<file path="src/rtl/ring_sweeper_pkg.sv">
// ----------------------------------------------------------------------------
// ring_sweeper_pkg
// Shared widths, FSM state encoding and helpers for the ring sweeper and the
// frequency ring buffer it reads from.
//   DATA_W  : tone word width (matches ring dout)
//   ADDR_W  : ring index width
//   CNT_W   : ring entry count width
//   DWELL_W : dwell counter width
// ----------------------------------------------------------------------------
package ring_sweeper_pkg;

    localparam int DATA_W  = 14;
    localparam int ADDR_W  = 7;
    localparam int CNT_W   = 8;
    localparam int DWELL_W = 16;

    typedef enum logic [2:0] {
        SWEEP_IDLE   = 3'd0,
        SWEEP_WAIT   = 3'd1,
        SWEEP_LOAD   = 3'd2,
        SWEEP_DWELL  = 3'd3,
        SWEEP_POP    = 3'd4,
        SWEEP_SETTLE = 3'd5
    } sweep_state_e;

    // Plain vector constants so the state register stays an ordinary logic
    // vector that older tools and netlist viewers handle without enum support.
    localparam logic [2:0] ST_IDLE   = SWEEP_IDLE;
    localparam logic [2:0] ST_WAIT   = SWEEP_WAIT;
    localparam logic [2:0] ST_LOAD   = SWEEP_LOAD;
    localparam logic [2:0] ST_DWELL  = SWEEP_DWELL;
    localparam logic [2:0] ST_POP    = SWEEP_POP;
    localparam logic [2:0] ST_SETTLE = SWEEP_SETTLE;

    // A dwell of zero would never expire in a down-counter, so it is run as 1.
    function automatic logic [DWELL_W-1:0] clampDwell(input logic [DWELL_W-1:0] value);
        return (value == '0) ? DWELL_W'(1) : value;
    endfunction

endpackage

</file>
<file path="src/rtl/ring_sweeper_if.sv">
// ----------------------------------------------------------------------------
// ring_sweeper_if
// Streaming read side of the frequency ring buffer.
//   ring_dout  : front entry tone word          (ring -> sweeper)
//   ring_ready : front entry valid              (ring -> sweeper)
//   ring_index : ring index of the front entry  (ring -> sweeper)
//   ring_count : number of entries written      (ring -> sweeper)
//   ring_last  : front entry is the last entry  (ring -> sweeper)
//   ring_rd_en : one-cycle pop request          (sweeper -> ring)
// Modports: master = ring buffer side, slave = sweeper side.
// ----------------------------------------------------------------------------
interface ring_sweeper_if;
    import ring_sweeper_pkg::*;

    logic [DATA_W-1:0] ring_dout;
    logic              ring_ready;
    logic [ADDR_W-1:0] ring_index;
    logic [CNT_W-1:0]  ring_count;
    logic              ring_last;
    logic              ring_rd_en;

    modport master (
        output ring_dout,
        output ring_ready,
        output ring_index,
        output ring_count,
        output ring_last,
        input  ring_rd_en
    );

    modport slave (
        input  ring_dout,
        input  ring_ready,
        input  ring_index,
        input  ring_count,
        input  ring_last,
        output ring_rd_en
    );

endinterface

</file>
<file path="src/rtl/ring_sweeper_dwell_timer.sv">
// ----------------------------------------------------------------------------
// ring_sweeper_dwell_timer
// Down-counter that times how long each tone is held.
//   clk, rst  : clock, asynchronous active-high reset
//   i_load    : load the counter with max(i_value, 1)
//   i_value   : dwell length in clock cycles
//   i_pause   : freeze the count (only with RING_SWEEPER_PAUSE_EN)
//   o_expire  : high while the count equals 1 (last dwell cycle)
// Optional feature macro: RING_SWEEPER_PAUSE_EN
// ----------------------------------------------------------------------------
module ring_sweeper_dwell_timer
    import ring_sweeper_pkg::*;
(
    input  logic               clk,
    input  logic               rst,
    input  logic               i_load,
    input  logic [DWELL_W-1:0] i_value,
`ifdef RING_SWEEPER_PAUSE_EN
    input  logic               i_pause,
`endif
    output logic               o_expire
);

    logic [DWELL_W-1:0] r_count;

    // The count parks at zero once it runs out, so it is harmless outside
    // the DWELL state.
    always_ff @(posedge clk or posedge rst) begin
        if (rst) begin
            r_count <= '0;
        end else if (i_load) begin
            r_count <= clampDwell(i_value);
`ifdef RING_SWEEPER_PAUSE_EN
        end else if (i_pause) begin
            r_count <= r_count;
`endif
        end else if (r_count != '0) begin
            r_count <= r_count - DWELL_W'(1);
        end
    end

    assign o_expire = (r_count == DWELL_W'(1));

endmodule

</file>
<file path="src/rtl/ring_sweeper.sv">
// ----------------------------------------------------------------------------
// ring_sweeper
// Pops tone words from the frequency ring buffer one at a time and holds each
// on the DDS tone output for a programmable dwell, either sweeping the ring
// continuously or making one pass that ends with a done pulse.
//   clk, rst       : clock, asynchronous active-high reset
//   i_enable       : level, 1 = run sweep, 0 = stop
//   i_single       : 1 = one pass then stop, 0 = continuous (sampled at start)
//   i_dwell        : hold cycles per tone, sampled at each load, 0 runs as 1
//   i_pause        : freeze dwell / hold in WAIT (only with RING_SWEEPER_PAUSE_EN)
//   ring           : ring buffer read side (slave modport)
//   o_tone         : current tone word to the DDS
//   o_tone_index   : ring index of the current tone
//   o_tone_valid   : tone output is meaningful
//   o_tone_strobe  : one-cycle pulse when a new tone is loaded
//   o_sweep_done   : one-cycle pulse at the end of a single pass
//   o_busy         : FSM not in IDLE
// Optional feature macro: RING_SWEEPER_PAUSE_EN
// ----------------------------------------------------------------------------
module ring_sweeper
    import ring_sweeper_pkg::*;
(
    input  logic               clk,
    input  logic               rst,
    input  logic               i_enable,
    input  logic               i_single,
    input  logic [DWELL_W-1:0] i_dwell,
`ifdef RING_SWEEPER_PAUSE_EN
    input  logic               i_pause,
`endif
    ring_sweeper_if.slave      ring,
    output logic [DATA_W-1:0]  o_tone,
    output logic [ADDR_W-1:0]  o_tone_index,
    output logic               o_tone_valid,
    output logic               o_tone_strobe,
    output logic               o_sweep_done,
    output logic               o_busy
);

    logic [2:0] r_state;
    logic [2:0] w_nextState;
    logic       r_singleQ;
    logic       r_lastQ;
    logic       w_pause;
    logic       w_ringHasData;
    logic       w_frontOk;
    logic       w_expire;
    logic       w_loadFire;
    logic       w_popFire;
    logic       w_doneFire;
    logic       w_start;

`ifdef RING_SWEEPER_PAUSE_EN
    assign w_pause = i_pause;
`else
    assign w_pause = 1'b0;
`endif

    assign w_ringHasData = ring.ring_ready && (ring.ring_count != '0);
    assign w_frontOk     = w_ringHasData && !w_pause;
    assign w_start       = (r_state == ST_IDLE) && i_enable && (ring.ring_count != '0);
    assign w_loadFire    = (r_state == ST_LOAD) && i_enable;
    assign w_popFire     = (r_state == ST_POP) && i_enable && w_frontOk;
    assign w_doneFire    = (r_state == ST_DWELL) && i_enable && !w_pause &&
                           w_expire && r_singleQ && r_lastQ;

    ring_sweeper_dwell_timer u_dwell_timer (
        .clk      (clk),
        .rst      (rst),
        .i_load   (w_loadFire),
        .i_value  (i_dwell),
`ifdef RING_SWEEPER_PAUSE_EN
        .i_pause  (w_pause),
`endif
        .o_expire (w_expire)
    );

    // SETTLE goes straight to LOAD when the refreshed front is already valid,
    // so a tone is held dwell+3 cycles; WAIT only adds cycles while the ring
    // has nothing to offer. Dropping enable overrides every other transition.
    always_comb begin
        w_nextState = r_state;
        if (!i_enable) begin
            w_nextState = ST_IDLE;
        end else begin
            case (r_state)
                ST_IDLE: begin
                    if (ring.ring_count != '0) w_nextState = ST_WAIT;
                end
                ST_WAIT: begin
                    if (w_frontOk) w_nextState = ST_LOAD;
                end
                ST_LOAD: begin
                    w_nextState = ST_DWELL;
                end
                ST_DWELL: begin
                    if (w_expire && !w_pause) begin
                        w_nextState = (r_singleQ && r_lastQ) ? ST_IDLE : ST_POP;
                    end
                end
                ST_POP: begin
                    // A ring that lost its front (write reset) is re-read
                    // from its new front via WAIT instead of being popped.
                    if (!w_pause) begin
                        w_nextState = w_ringHasData ? ST_SETTLE : ST_WAIT;
                    end
                end
                ST_SETTLE: begin
                    w_nextState = w_frontOk ? ST_LOAD : ST_WAIT;
                end
                default: begin
                    w_nextState = ST_IDLE;
                end
            endcase
        end
    end

    always_ff @(posedge clk or posedge rst) begin
        if (rst) begin
            r_state <= ST_IDLE;
        end else begin
            r_state <= w_nextState;
        end
    end

    // Tone registers keep their last value when the sweep stops; only the
    // valid flag drops.
    always_ff @(posedge clk or posedge rst) begin
        if (rst) begin
            r_singleQ     <= 1'b0;
            r_lastQ       <= 1'b0;
            o_tone        <= '0;
            o_tone_index  <= '0;
            o_tone_valid  <= 1'b0;
            o_tone_strobe <= 1'b0;
            o_sweep_done  <= 1'b0;
        end else begin
            o_tone_strobe <= w_loadFire;
            o_sweep_done  <= w_doneFire;
            if (w_start) begin
                r_singleQ <= i_single;
            end
            if (w_loadFire) begin
                o_tone       <= ring.ring_dout;
                o_tone_index <= ring.ring_index;
                r_lastQ      <= ring.ring_last;
                o_tone_valid <= 1'b1;
            end else if (!i_enable || w_doneFire) begin
                o_tone_valid <= 1'b0;
            end
        end
    end

    assign ring.ring_rd_en = w_popFire;
    assign o_busy          = (r_state != ST_IDLE);

endmodule

</file>
<file path="src/flat_wrapper.sv">
// flat-port wrapper written by rule: the top's interface ports become plain ports
module ring_sweeper_flat import ring_sweeper_pkg::*;
  (clk, rst, i_enable, i_single, i_dwell, o_tone, o_tone_index, o_tone_valid, o_tone_strobe, o_sweep_done, o_busy, ring_ring_dout, ring_ring_ready, ring_ring_index, ring_ring_count, ring_ring_last, ring_ring_rd_en);
  ring_sweeper_if ring_i ();
  input  logic clk;
  input  logic rst;
  input  logic i_enable;
  input  logic i_single;
  input  logic [DWELL_W-1:0] i_dwell;
  output logic [DATA_W-1:0] o_tone;
  output logic [ADDR_W-1:0] o_tone_index;
  output logic o_tone_valid;
  output logic o_tone_strobe;
  output logic o_sweep_done;
  output logic o_busy;
  input wire logic [$bits(ring_i.ring_dout)-1:0] ring_ring_dout;
  input wire logic [$bits(ring_i.ring_ready)-1:0] ring_ring_ready;
  input wire logic [$bits(ring_i.ring_index)-1:0] ring_ring_index;
  input wire logic [$bits(ring_i.ring_count)-1:0] ring_ring_count;
  input wire logic [$bits(ring_i.ring_last)-1:0] ring_ring_last;
  output wire logic [$bits(ring_i.ring_rd_en)-1:0] ring_ring_rd_en;
  assign ring_i.ring_dout = ring_ring_dout;
  assign ring_i.ring_ready = ring_ring_ready;
  assign ring_i.ring_index = ring_ring_index;
  assign ring_i.ring_count = ring_ring_count;
  assign ring_i.ring_last = ring_ring_last;
  assign ring_ring_rd_en = ring_i.ring_rd_en;
  ring_sweeper u_core (.clk(clk), .rst(rst), .i_enable(i_enable), .i_single(i_single), .i_dwell(i_dwell), .ring(ring_i), .o_tone(o_tone), .o_tone_index(o_tone_index), .o_tone_valid(o_tone_valid), .o_tone_strobe(o_tone_strobe), .o_sweep_done(o_sweep_done), .o_busy(o_busy));
endmodule
</file>
<file path="config.mk">
export PLATFORM = sky130hd
export DESIGN_NAME = ring_sweeper_flat
export DESIGN_NICKNAME = d
export VERILOG_FILES = /design/src/rtl/ring_sweeper_pkg.sv /design/src/rtl/ring_sweeper_if.sv /design/src/rtl/ring_sweeper_dwell_timer.sv /design/src/rtl/ring_sweeper.sv /design/src/flat_wrapper.sv
export SDC_FILE = /design/constraint.sdc
export NUM_CORES = 1
export LEC_CHECK = 0
export ABC_AREA = 0
export BUFFER_PORTS_ARGS = -buffer_cell sky130_fd_sc_hd__buf_2
export CORE_MARGIN = 2
export CORE_UTILIZATION = 49
export CTS_BUF_LIST = sky130_fd_sc_hd__clkbuf_16
export CTS_CLUSTER_DIAMETER = 30
export DETAILED_ROUTE_END_ITERATION = 12
export PLACE_DENSITY = 0.78
export SLEW_MARGIN = 20
export SYNTH_ARGS = -nofsm -noshare
export SYNTH_HDL_FRONTEND = slang
export SYNTH_SLANG_ARGS = --single-unit
</file>
<file path="constraint.sdc">
create_clock -name clk -period 3.6 [get_ports clk]
set_input_delay 0 -clock clk [delete_from_list [all_inputs] [get_ports clk]]
set_output_delay 0 -clock clk [all_outputs]
set_load 0.05 [all_outputs]
</file>
Word-level counts from Yosys, hierarchy flattened:

Cells that the tools add are included.

* add/sub/neg operators: 1
* equal/unequal tests: 9
* muxes and demuxes: 13
* reductions and logical operators: 21

Operators by type and width (number)
* 16-bit 2-to-1 mux: 3
* 3-bit 2-to-1 mux: 6
* 3-bit one-hot mux with 6 select lines: 1
* 16-bit by 1-bit equality test with 1-bit output (second input constant): 1
* 16-bit zero test: 1
* 16-bit nonzero test: 1
* 16-bit by 1-bit subtractor with 16-bit output (second input constant): 1
* 1-bit logical AND: 11
* 3-bit by 2-bit inequality test with 1-bit output (second input constant): 3
* 8-bit nonzero test: 1
* 3-bit by 2-bit equality test with 1-bit output (second input constant): 2
* 3-bit equality test (second input constant): 2
* 2-bit nonzero test: 2
* 3-bit by 1-bit equality test with 1-bit output (second input constant): 1
* 3-bit zero test: 1
* 3-bit AND reduction: 1
* 3-bit nonzero test: 1
* 1-bit 2-to-1 mux: 2
* 2-bit 2-to-1 mux: 1
* 1-bit zero test: 1
* 1-bit logical OR: 1

* register bits: 45
* bits of input ports: 51
* output and inout bits: 26
* word-level logic and storage cells: 53

Longest topological paths before layout:

* depth in word-level cells: 8
* depth in mapped cells: 8
* depth with buffers taken out: 6

Cells and area by module:

A second synthesis with hierarchy kept.

* cells, all modules: 208
* area total of the unflattened synthesis: 2328.5 µm²

By module, submodules not included
* ring_sweeper: instances 1, cells each 93, area each 1242.4 µm², seq. area each 725.7 µm²
* ring_sweeper_dwell_timer: instances 1, cells each 115, area each 1086.0 µm², seq. area each 400.4 µm²

Worst setup path after synthesis:

No wires, ideal clock.

* path type: register -> register
* start: register u_core.u_dwell_timer.r_count[0]
* end: register u_core.u_dwell_timer.r_count[12]
* library setup time: 0.143 ns
* arrival time: 1.639 ns
* data required time: 3.457 ns
* setup slack: 1.818 ns
* cell stages (with the launch flop): 7
* path buffers: 0
* period minus slack after synthesis: 1.782 ns
* cell sequence: dfrtp_1 -> inv_1 -> ha_1 -> or3b_2 -> nor4_1 -> xnor2_1 -> a22oi_1

* word-level cells in the longest chain between the ends: 3
* elaborated cells on any way between the ends: 5
* those cells by class: 1 x add/sub; 2 x mux; 2 x reduce/logical

Ends and longest elaborated chain
* from (decl): line ring_sweeper_dwell_timer.sv:24 `logic [DWELL_W-1:0] r_count;`
* from (signal assigned): line ring_sweeper_dwell_timer.sv:32 `r_count <= clampDwell(i_value);`
* from (signal assigned): line ring_sweeper_dwell_timer.sv:38 `r_count <= r_count - DWELL_W'(1);`
* 16-bit by 1-bit subtractor with 16-bit output: line ring_sweeper_dwell_timer.sv:38
* 16-bit 2-to-1 mux: line ring_sweeper_dwell_timer.sv:37 `end else if (r_count != '0) begin`
* 16-bit 2-to-1 mux: line ring_sweeper_dwell_timer.sv:31 `end else if (i_load) begin`

Several ways; a longest one is shown, not always the timed one. The select of a mux whose other input is x is not followed.
A chain may end at the register's enable or synchronous reset.

Worst setup path after layout:

* start: register u_core.r_state[2]
* end: register u_core.u_dwell_timer.r_count[0]

* word-level cells in the longest chain between the ends: 3
* elaborated cells on any way between the ends: 4
* those cells by class: 1 x eq/ne; 1 x mux; 2 x reduce/logical

Ends and longest elaborated chain
* from (decl): line ring_sweeper.sv:40 `logic [2:0] r_state;`
* from (signal assigned): line ring_sweeper.sv:122 `r_state <= w_nextState;`
* 3-bit by 2-bit equality test with 1-bit output *: line ring_sweeper.sv:62 `assign w_loadFire = (r_state == ST_LOAD) && i_enable;`
* 1-bit logical AND *: line ring_sweeper.sv:62
* 16-bit 2-to-1 mux or 2-bit nonzero test (tied branches)

Every way passes the cells marked *; elsewhere a longest branch is shown, timed or not.

==> flow_metrics.tcl <==
set metrics [dict create \
    worst_pin_slew_ns 0.935 \
    crit_chain "nand2b_2, or3_1, buf_4, inv_2, or4_1, o221a_2" \
    syn-num-nets 311 \
    swShare 0.473 \
    ys_warn_count 0 \
    vias 2348 \
    synth.avg_cell_area_sq_um 8.99 \
    worstSetupPathType "flop to flop" \
    dp.cells 375 \
    initial_utilization 0.520 \
    drc 0 \
    status "complete, no violations" \
    antennaDiodeCount 0 \
    grt_pass1_vias 2332 \
    n_fill_cell 334 \
    final_core_util 0.712 \
    stdcell_count 415 \
    io_pins 77 \
    fmax_mhz 419 \
    nets 416 \
    clk_path_buf_depth 2 \
    hold_path_class "input pin to flop" \
    ir_worst_vdd_uv 482 \
    clock_latency_ns 0.28 \
    rsz0062_at_grt "no" \
    internal-power_w 0.00136 \
    final_common_cell "buf_2" \
    ys_ff_latch 45 \
    cp_top_family "simple AND/OR/NAND/NOR gates" \
    htree_levels 2 \
    cap_violations 0 \
    synth-edff-count 0 \
    critPathMaxStageDelay_ns 0.59 \
    postRouteWirelength_mm 6.33 \
    final_cell_mix "buf_2, nand2_1, dfrtp_1, dlygate4sd3_1" \
    hpwl_mm 4.03 \
    critPathSlowestCell "or4_1" \
    final-seq-area_sq_um 1130 \
    period_needed_ns 2.39 \
    grt_max_degree 47 \
    routedWlPerCell_microns 15.3 \
    synthCells 257 \
    cts_root_buffer "clkbuf_16" \
    synthFlopType "dfrtp_1" \
    grt_pass1_wl_mm 10.5 \
    fp.dieArea_sq_um 5280 \
    cts_tree "built" \
    hold_slack_ns 0.00971 \
    worstPathArrival_ns 2.56 \
    vias_per_cell 5.66 \
    multi_input_area_sq_um 1100 \
    coreArea_sq_um 4440 \
    p_comb_frac 0.461 \
    ant_nets 0 \
    p_sw_w 0.00122 \
    hold_viol 0 \
    dr.first_iter.drc_count 250 \
    layout-drive-gt1-share 0.270 \
    power_leakage_nw 1.52 \
    worst-path-buf-inv 2 \
    p_seq_frac 0.369 \
    async_flop_share 1.00 \
    tns_ns 0 \
    clockPowerShare 0.170 \
    setup_ws_ns 1.21 \
    grt_overflow_total 0 \
    fp.dieH_microns 72.7 \
    cts_resized 0 \
    critPathLaunchType "flop" \
    die_x_microns 72.7 \
    port_buffers 76 \
    gp_congestion 0.861 \
    antenna_found_initial 0 \
    clock_sinks 45 \
    setup_violations 0 \
    drtPass1Iterations 4 \
    grt_use_total 0.253 \
    powerDensity_nw_per_um2 814 \
    cp_max_fo 46 \
    cp.required_ns 3.77 \
    place_ws_ns 1.23 \
    fin_skew_ns 0.00628 \
    crit_path_end_kind "flop" \
    synth.cell_area_sq_um 2310 \
    slew-limit-headroom 0.376 \
    row_count 24 \
    drv_slew 0 \
    clk_pin_slew_ns 0.06 \
    numCtsBuffers 5 \
    ys_types 50 \
    area_delta_synth_final_pct 36.9 \
    yosysSeqAreaShare 0.487 \
    post-route-period-util 0.663 \
]
[layer usage]
metal	vias to the layer above	wire length, microns	GRT usage
met4	0	40	0.0638
met5	-	0	0
met3	5	343	0.0566
met2	86	3320	0.459
met1	1128	2620	0.303
li1	1129	-	-
[registers in the layout (all words and copies together) (netlist names)]
name	cells
u_core.o_tone_strobe	1
u_core.u_dwell_timer.r_count	16
u_core.r_singleQ	1
u_core.o_tone_valid	1
u_core.o_sweep_done	1
u_core.o_tone_index	7
u_core.o_tone	14
u_core.r_lastQ	1
u_core.r_state	3
[path summary, 6_finish.rpt]
path,startpoint,slack [ns],endpoint,cells past startpoint
max,u_core.r_state[2]$_DFFE_PP0P_,1.21,u_core.u_dwell_timer.r_count[0]$_DFFE_PP0P_,6
min,i_dwell[11],0.01,u_core.u_dwell_timer.r_count[11]$_DFFE_PP0P_,3
max reg2reg,u_core.r_state[2]$_DFFE_PP0P_,1.21,u_core.u_dwell_timer.r_count[0]$_DFFE_PP0P_,6
min reg2reg,u_core.o_tone_index[3]$_DFFE_PP0P_,0.47,u_core.o_tone_index[3]$_DFFE_PP0P_,2
max in group asynchronous,rst,2.54,u_core.o_sweep_done$_DFF_PP0_,3
min in group asynchronous,rst,0.49,u_core.o_tone[6]$_DFFE_PP0P_,3
[timing repair]
action,CTS,global route
endpoints found under the hold margin,76,0
buffers inserted,0,0
hold buffers,32,0
[synth_stat cells (6+ instances only)]
| master | count | area share |
|---|---|---|
| nand2_1 | 75 | 0.12 |
| dfrtp_1 | 45 | 0.49 |
| nand3_1 | 10 | 0.022 |
| nor2_1 | 10 | 0.016 |
| nor4_1 | 9 | 0.024 |
| o21ai_0 | 9 | 0.019 |
| a31oi_1 | 7 | 0.019 |
| nor3_1 | 7 | 0.015 |
| o31ai_1 | 7 | 0.023 |
| or4_1 | 7 | 0.023 |
| clkbuf_1 | 6 | 0.0097 |
[logic make-up (layout without fill, tap and decap cells)]
group,count (synthesis),in the layout,share of synthesized area
and+or+nand+nor,141,141,0.305
AOI/OAI and AO/OA,47,47,0.140
DFF,45,45,0.487
buffers and inverters,17,123,0.0357
adders and majority gates,3,3,0.0162
xor gates and xnor gates,3,3,0.0114
muxes,1,1,0.00487
[power groups by stage]
stage          clock, W  combinational [W]  sequential [W]
6_report       0.000438            0.00119        0.000949
3_3_place_gp          0            0.00112        0.000933
4_1_cts        0.000443            0.00119        0.000939
3_5_place_dp          0            0.00116        0.000945
2_1_floorplan         0           0.000531         0.00129
5_1_grt        0.000463            0.00130        0.000977
[worst register-to-register path: stages (launching register included)]
cell	delay (ns)
dfrtp_1	0.42
nand2b_2	0.20
or3_1	0.12
buf_4	0.40
inv_2	0.41
or4_1	0.60
o221a_2	0.14
[through the flow]
step,power [W],instance area [sq um]
6_report,0.00257,3160
5_1_grt,0.00274,3160
4_1_cts,0.00257,3160
3_5_place_dp,0.00210,2700
3_3_place_gp,0.00206,2700
2_1_floorplan,0.00182,2310
[layout make-up]
type,count,area share
flip-flops and latches,45,0.356
repair buffers,109,0.224
inverters,6,0.00712
well taps,52,0.0206
multi-input cells,195,0.348
clock buffers,5,0.0396
clock inverters,3,0.00435
No activity file was read; power rests on OpenSTA's default activity.
